### config.mk
export PLATFORM = sky130hd
export DESIGN_NAME = poly_midi_player
export DESIGN_NICKNAME = d
export VERILOG_FILES = /design/src/rtl/poly_midi_player.sv
export SDC_FILE = /design/constraint.sdc
export NUM_CORES = 1
export LEC_CHECK = 0
export CORE_MARGIN = 3
export CORE_UTILIZATION = 55
export CTS_BUF_LIST = sky130_fd_sc_hd__clkbuf_8
export CTS_CLUSTER_DIAMETER = 40
export DETAILED_ROUTE_END_ITERATION = 10
export DONT_BUFFER_PORTS = 1
export PLACE_DENSITY_LB_ADDON = 0.1
export SYNTH_ARGS = -nofsm -noshare
export SYNTH_HDL_FRONTEND = slang
export SYNTH_SLANG_ARGS = --single-unit
### constraint.sdc
create_clock -name clk -period 3.5 [get_ports clk]
set_clock_uncertainty 0.1 [all_clocks]
set_input_delay 0.175 -clock clk [delete_from_list [all_inputs] [get_ports clk]]
set_output_delay 0.175 -clock clk [all_outputs]
set_load 0.1 [all_outputs]
### src/rtl/poly_midi_player.sv
// poly_midi_player: MIDI note parser with polyphonic voice allocation/stealing
// and a saturating sample mixer across all voices.
module poly_midi_player #(
   parameter int NUM_VOICES = 4,
   parameter int SAMPLE_W   = 16,
   parameter int MIDI_CH    = 0,
   parameter int OMNI       = 0
)(
   input  logic                           clk,
   input  logic                           rst_n,
   input  logic [7:0]                     midi_data,
   input  logic                           midi_valid,
   output logic [7*NUM_VOICES-1:0]        voice_note,
   output logic [7*NUM_VOICES-1:0]        voice_vel,
   output logic [NUM_VOICES-1:0]          voice_gate,
   output logic [NUM_VOICES-1:0]          voice_trig,
   input  logic [SAMPLE_W*NUM_VOICES-1:0] voice_sample,
   input  logic                           sample_valid,
   output logic [SAMPLE_W-1:0]            sound_data,
   output logic                           sound_valid,
   output logic [4:0]                     active_count
);
   localparam int PW = NUM_VOICES > 1 ? $clog2(NUM_VOICES) : 1;
   typedef enum logic [1:0] {IDLE, WAIT_D1, WAIT_D2, SKIP} state_t;

   state_t state_q, state_d;
   logic on_q, on_d, ev, ev_on, ch_ok;
   logic [6:0] note_q, note_d;
   logic [NUM_VOICES-1:0][6:0] vnote_q, vnote_d, vvel_q, vvel_d;
   logic [NUM_VOICES-1:0] gate_q, gate_d, trig_q, trig_d;
   logic [PW-1:0] ptr_q, ptr_d, hit_i, free_i, sel;
   logic hit_f, free_f;
   logic [4:0] cnt_q, cnt_d;
   logic signed [SAMPLE_W+3:0] sum;
   logic [SAMPLE_W-1:0] mix_q, mix_d;
   logic mv_q;

   always_comb begin
      state_d = state_q;
      on_d    = on_q;
      note_d  = note_q;
      ev      = 1'b0;
      ev_on   = on_q && (midi_data[6:0] != 7'd0);
      ch_ok   = (OMNI != 0) || (midi_data[3:0] == 4'(MIDI_CH));
      // realtime bytes (F8..FF) pass through without touching the parser
      if (midi_valid && !(&midi_data[7:3])) begin
         if (midi_data[7:4] == 4'hF) state_d = IDLE;
         else if (midi_data[7]) begin
            on_d    = midi_data[4];
            state_d = (midi_data[6:5] == 2'b00 && ch_ok) ? WAIT_D1 : SKIP;
         end else if (state_q == WAIT_D1) begin
            note_d  = midi_data[6:0];
            state_d = WAIT_D2;
         end else if (state_q == WAIT_D2) begin
            ev      = 1'b1;
            state_d = WAIT_D1;
         end
      end
   end

   always_comb begin
      vnote_d = vnote_q;
      vvel_d  = vvel_q;
      gate_d  = gate_q;
      trig_d  = '0;
      ptr_d   = ptr_q;
      hit_f   = 1'b0;
      free_f  = 1'b0;
      hit_i   = '0;
      free_i  = '0;
      for (int i = 0; i < NUM_VOICES; i++) begin
         if (!hit_f && gate_q[i] && vnote_q[i] == note_q) begin
            hit_f = 1'b1;
            hit_i = PW'(i);
         end
         if (!free_f && !gate_q[i]) begin
            free_f = 1'b1;
            free_i = PW'(i);
         end
      end
      sel = hit_f ? hit_i : free_f ? free_i : ptr_q;
      if (ev && ev_on) begin
         vnote_d[sel] = note_q;
         vvel_d[sel]  = midi_data[6:0];
         gate_d[sel]  = 1'b1;
         trig_d[sel]  = 1'b1;
         if (!hit_f && !free_f) ptr_d = (ptr_q == PW'(NUM_VOICES - 1)) ? '0 : ptr_q + 1'b1;
      end else if (ev) begin
         for (int i = 0; i < NUM_VOICES; i++)
            if (gate_q[i] && vnote_q[i] == note_q) gate_d[i] = 1'b0;
      end
      cnt_d = '0;
      for (int i = 0; i < NUM_VOICES; i++) cnt_d = cnt_d + 5'(gate_q[i]);
   end

   // four guard bits cover the sum of up to 16 full-scale voices
   always_comb begin
      sum = '0;
      for (int i = 0; i < NUM_VOICES; i++)
         sum = sum + {{4{voice_sample[SAMPLE_W*i+SAMPLE_W-1]}}, voice_sample[SAMPLE_W*i +: SAMPLE_W]};
      mix_d = (sum[SAMPLE_W+3:SAMPLE_W-1] == '0 || sum[SAMPLE_W+3:SAMPLE_W-1] == '1) ? sum[SAMPLE_W-1:0]
            : sum[SAMPLE_W+3] ? {1'b1, {(SAMPLE_W-1){1'b0}}} : {1'b0, {(SAMPLE_W-1){1'b1}}};
   end

   always_ff @(posedge clk or negedge rst_n) begin
      if (!rst_n) begin
         state_q <= IDLE;
         on_q    <= 1'b0;
         note_q  <= '0;
         vnote_q <= '0;
         vvel_q  <= '0;
         gate_q  <= '0;
         trig_q  <= '0;
         ptr_q   <= '0;
         cnt_q   <= '0;
         mix_q   <= '0;
         mv_q    <= 1'b0;
      end else begin
         state_q <= state_d;
         on_q    <= on_d;
         note_q  <= note_d;
         vnote_q <= vnote_d;
         vvel_q  <= vvel_d;
         gate_q  <= gate_d;
         trig_q  <= trig_d;
         ptr_q   <= ptr_d;
         cnt_q   <= cnt_d;
         mv_q    <= sample_valid;
         if (sample_valid) mix_q <= mix_d;
      end
   end

   assign voice_note   = vnote_q;
   assign voice_vel    = vvel_q;
   assign voice_gate   = gate_q;
   assign voice_trig   = trig_q;
   assign sound_data   = mix_q;
   assign sound_valid  = mv_q;
   assign active_count = cnt_q;
endmodule

# Word level (Yosys, flattened, before mapping)
# Index checks and enable logic that the tools add are counted.
# W data, S select, Z words.
# word_totals
register_bits	97
wordCells	133
# op_classes
add_sub_neg	7
magnitude_cmp	2
eq_ne	9
mux	42
bitwise	3
n_reduce_logical	50
# op_table
op	n
$bwmux W28	2
$mux W16	2
$eq A7 B7 Y1	4
$mux W2	12
$mux W1	20
$add A18 B16 Y19	1
$logic_and A1 B1 Y1	19
$add A17 B16 Y18	1
$add A16 B16 Y17	1
$demux W7 S2	1
$mux W4	3
$reduce_and A2 Y1	6
$logic_not A1 Y1	11
$reduce_bool A2 Y1	5
$mux W7	1
$reduce_bool A7 Y1	1
$eq A5 B5 Y1 const B	1
$logic_not A5 Y1	1
$reduce_and A5 Y1	1
$add A3 B1 Y4	1
$eq A2 B2 Y1 const B	2
$eq A4 B4 Y1 const B	1
$logic_not A4 Y1	1
$or A4 B4 Y4	1
other kinds (13)	14

# Depth between registers and ports, before layout
# logic_depth
ltp_word	22
ltp_mapped	14

# Worst setup path before layout
# Ideal clock, no wire load.
# synth_timing
kind	input port to flip-flop
from	input port voice_sample[1]
to	register mix_q[10], in the netlist sound_data[10]
setup_ps	142
arrival_ps	3563
t_required_ps	3258
slack_ps	-306
stages	14
n_path_buf	1
cell_sequence	inv_1 fa_1 fa_1 inv_1 ha_1 fa_1 a211oi_1 o21ai_0 a31oi_1 o221ai_1 xor2_1 o311ai_4 buf_6 o221ai_1
# synth_between
elab_chain_len	6
elab_cells_between_ends	8
cone_classes	add/sub (3); eq/ne (1); mux (2); reduce/logical (2)
# synth_lines
item	line	source
start: declaration	17	input logic [SAMPLE_W*NUM_VOICES-1:0] voice_sample,
$add A16 B16 Y17 *	100	sum = sum + {{4{voice_sample[SAMPLE_W*i+SAMPLE_W-1]}}, voice_sample[SAMPLE_W*i +: SAMPLE_W]};
$add A17 B16 Y18 *	100	
$add A18 B16 Y19 *	100	
$eq A5 B5 Y1 / $logic_not A5 Y1 (equally long branches)	101	mix_d = (sum[SAMPLE_W+3:SAMPLE_W-1] == '0 || sum[SAMPLE_W+3:SAMPLE_W-1] == '1) ? sum[SAMPLE_W-1:0]
$logic_or A1 B1 Y1	101	
$mux W16 *	101	
end signal: assignment	129	if (sample_valid) mix_q <= mix_d;
end: declaration	35	logic [SAMPLE_W-1:0] mix_q, mix_d;
# Every way passes the cells marked *; elsewhere a longest branch is shown, timed or not.
# A chain may end at the register's enable or synchronous reset.

# Worst setup path after layout
# layout_timing
from	input port voice_sample[33]
to	register mix_q[0], in the netlist sound_data[0]
# layout_between
elab_chain_len	5
elab_cells_between_ends	7
cone_classes	add/sub (2); eq/ne (1); mux (2); reduce/logical (2)
# layout_lines
item	line
$add A17 B16 Y18 *	100
$add A18 B16 Y19 *	100
$eq A5 B5 Y1 / $logic_not A5 Y1 (equally long branches)	101
$logic_or A1 B1 Y1	101
$mux W16 *	101
# Marks and branches as above.

==> results.json <==
{
  "switching_share_pct": 56.3,
  "synth_warnings": 0,
  "fill_cells": 865,
  "setup_viol": 0,
  "firstDrtPassIters": 4,
  "viasPerCell": 5.33,
  "core.rowCount": 38,
  "finalNonFillerCells": 799,
  "mappedNetlistArea_um2": 6270,
  "tns_ns": 0,
  "seqCellArea_um2": 2400,
  "route.detailed.drc": 0,
  "maxSlewViolCount": 0,
  "grtUsageMet2_pct": 38.3,
  "place_congestion": 0.859,
  "finalCritPeriodShare_pct": 93.5,
  "stdcell_area_um2": 7340,
  "placedCellCount": 770,
  "layout_min_cycle_time_ns": 3.27,
  "placed_cell_area_um2": 6960,
  "postCtsSetupBuffers": 0,
  "cts_made_buffers": 9,
  "multi_input_area_um2": 3340,
  "drive_gt1_share_pct": 28.8,
  "vdd_drop_max_v": 0.000708,
  "fmax_mhz": 305,
  "fin_util_pct": 66.8,
  "synth.distinct_cells": 56,
  "cts_buffer_depth": 2,
  "yosysMostFrequentCell": "inv_1",
  "postSynthAreaPerCell_um2": 10.8,
  "place.port_buffers": 0,
  "grt_pass1_wl_um": 22400,
  "cts_sinks": 96,
  "synthCells": 579,
  "end_kind": "flip-flop",
  "gr-usage-met3_pct": 4.33,
  "clock_tree.root_cell": "clkbuf_8",
  "die_h_um": 113,
  "p_per_area_nw_per_um2": 934,
  "dominantRegCellSynth": "dfrtp_1",
  "tightest_slew_ns": 0.970,
  "seq_area_frac_synth_pct": 38.3,
  "floorplan.die_area_um2": 12700,
  "seqPwrFrac_pct": 44.0,
  "via_count": 4262,
  "antenna_found_initial": 0,
  "worstPathMaxFanout": 15,
  "status": "finished clean",
  "design.portCount": 162,
  "start_util_pct": 57.1,
  "grt_overflow": 0,
  "synth.largest_area_cell": "dfrtp_1",
  "drt-total-wl_um": 13500,
  "die_x_um": 113,
  "area_growth_pct": 17.0,
  "synth_area_leaders": "dfrtp_1 38%, fa_1 11%, mux2_2 8.8%, inv_1 7.1%, ha_1 5.0%",
  "synth_common_cells": "119 x inv_1, 96 x dfrtp_1, 49 x mux2_2",
  "fin_total_pwr_w": 0.00685,
  "arrival_ns": 3.42,
  "hpwlAfterDp_um": 10500,
  "p_int_w": 0.00299,
  "finalHoldViolations": 0,
  "p_sw_w": 0.00386,
  "cts_tree": "built",
  "pwr-share-clk_pct": 11.3,
  "htreeDepth": 3,
  "finalNetCount": 789,
  "ant_nets": 0,
  "path_clk_slew_ns": 0.10,
  "async_flop_share_pct": 100,
  "wl_per_cell_um": 16.9,
  "synth_edf_count": 0,
  "grt_pass1_vias": 4376,
  "clk_latency_ns": 0.37,
  "hold_path.class": "primary input to flip-flop",
  "cp-start-kind": "primary input",
  "netlist.area_leader.share_pct": 38.3,
  "rsz0062_at_grt": "false",
  "p_leak_nw": 3.76,
  "relSlewSlack_pct": 35.3,
  "met1_usage_pct": 27.4,
  "p_comb_share_pct": 44.8,
  "track_usage_pct": 22.0,
  "antenna_cells": 0,
  "drt_iter0_drc": 261,
  "path_class": "primary input to flip-flop",
  "grt_max_degree": 97,
  "drv_cap": 0,
  "ys_ff_latch": 96,
  "core-area_um2": 11000,
  "required_ns": 3.65,
  "grt_busiest_layer": "met2"
}
[final cells by class]
class | instances | share of cell area [%]
timing repair buffer | 87 | 10.2
clock inverter | 6 | 1.02
clock buffer | 10 | 1.88
tap | 140 | 2.39
multi-input combinational | 341 | 45.5
inverter | 119 | 6.19
sequential | 96 | 32.7
[power groups by stage]
| stage | Combinational [W] | Clock, W | Sequential [W] |
|---|---|---|---|
| 2_1_floorplan | 0.00172 | 0 | 0.00355 |
| 3_3_place_gp | 0.00298 | 0 | 0.00303 |
| 3_5_place_dp | 0.00304 | 0 | 0.00304 |
| 4_1_cts | 0.00309 | 0.000787 | 0.00302 |
| 5_1_grt | 0.00336 | 0.000829 | 0.00305 |
| 6_report | 0.00307 | 0.000771 | 0.00301 |
[registers in the layout (all words and copies together), names as in the netlist]
name	count
active_count	3
note_q	7
sound_valid	1
voice_note	28
on_q	1
sound_data	16
state_q	2
voice_gate	4
ptr_q	2
voice_trig	4
voice_vel	28
[per-stage QoR]
| stage | hold WS [ns] | worst slack, ns |
|---|---|---|
| after global routing | 0.00993 | 0.0452 |
| after CTS | 0.00680 | 0.197 |
| after detailed placement | -0.218 | -0.232 |
| after floorplan | -0.221 | -0.0554 |
| after global placement | -0.218 | -0.129 |
| final | 0.0198 | 0.226 |
[critical path: stages]
cell and delay, ns:
inv_8 0.01, fa_1 0.48, fa_1 0.50, inv_2 0.05, ha_4 0.16, fa_2 0.36
a211oi_2 0.26, o21ai_1 0.12, a31oi_1 0.19, buf_4 0.15, o221ai_2 0.11, xor2_1 0.21
o311ai_4 0.31, buf_12 0.19, o221ai_1 0.11
[path summary, 6_finish.rpt]
path | startpoint | to | slack (ns) | cells past startpoint
max | voice_sample[33] | sound_data[0] | 0.23 | 15
min | midi_valid | on_q | 0.02 | 3
max reg2reg | note_q[1] | voice_note[25] | 0.56 | 7
min reg2reg | on_q | on_q | 0.42 | 1
max in group asynchronous | rst_n | voice_note[25] | 2.65 | 2
min in group asynchronous | rst_n | voice_note[8] | 0.30 | 2
[timing repair]
action,in CTS,in global routing
hold buffers,13,0
setup endpoints to repair,0,1
gates resized for setup,0,1
hold endpoints to repair,151,0
[cell families after synthesis]
logic type	count (synthesis)	share of synthesized area, %
AO/OA/AOI/OAI	79	9.28
buffers and inverters	143	9.99
XOR/XNOR	40	5.82
other	1	0.0598
adder cells (fa/ha/maj)	59	15.8
multiplexers	67	13.0
flip-flops	96	38.3
AND/OR/NAND/NOR	94	7.68
[per-layer routing]
metal | routed length, um | vias to the layer above
li1 | - | 2048
met1 | 5520 | 2068
met2 | 7060 | 129
met3 | 655 | 17
met4 | 267 | 0
met5 | 0 | -
[placed cells by master, fill, tap and decap left out, types with 2 or more instances in the layout]
| cell | instances |
|---|---|
| dfrtp_1 | 96 |
| fa_1 | 33 |
| o221ai_2 | 11 |
| nor3_1 | 5 |
| o2111ai_1 | 2 |
| clkbuf_8 | 10 |
| ha_1 | 24 |
| o31ai_1 | 2 |
| a211o_1 | 2 |
| nand3_1 | 5 |
| inv_2 | 2 |
| o41ai_1 | 2 |
| o211ai_1 | 3 |
| xor2_1 | 19 |
| inv_1 | 116 |
| a21o_1 | 5 |
| nand4_1 | 5 |
| inv_6 | 2 |
| nand2_1 | 32 |
| and4_1 | 2 |
| o21ai_0 | 19 |
| xnor2_2 | 2 |
| nor2b_1 | 2 |
| buf_12 | 4 |
| buf_4 | 71 |
| mux2_4 | 17 |
| conb_1 | 2 |
| inv_8 | 2 |
| a22o_1 | 2 |
| mux2_2 | 49 |
| a211oi_2 | 2 |
| nor2_1 | 20 |
| dlygate4sd3_1 | 11 |
| nand2b_1 | 5 |
| xnor2_1 | 19 |
| o221ai_1 | 5 |
| nor4_1 | 5 |
| a21oi_1 | 12 |
| a31oi_1 | 3 |
| or2_2 | 3 |
(Power assumes the default switching activity.)
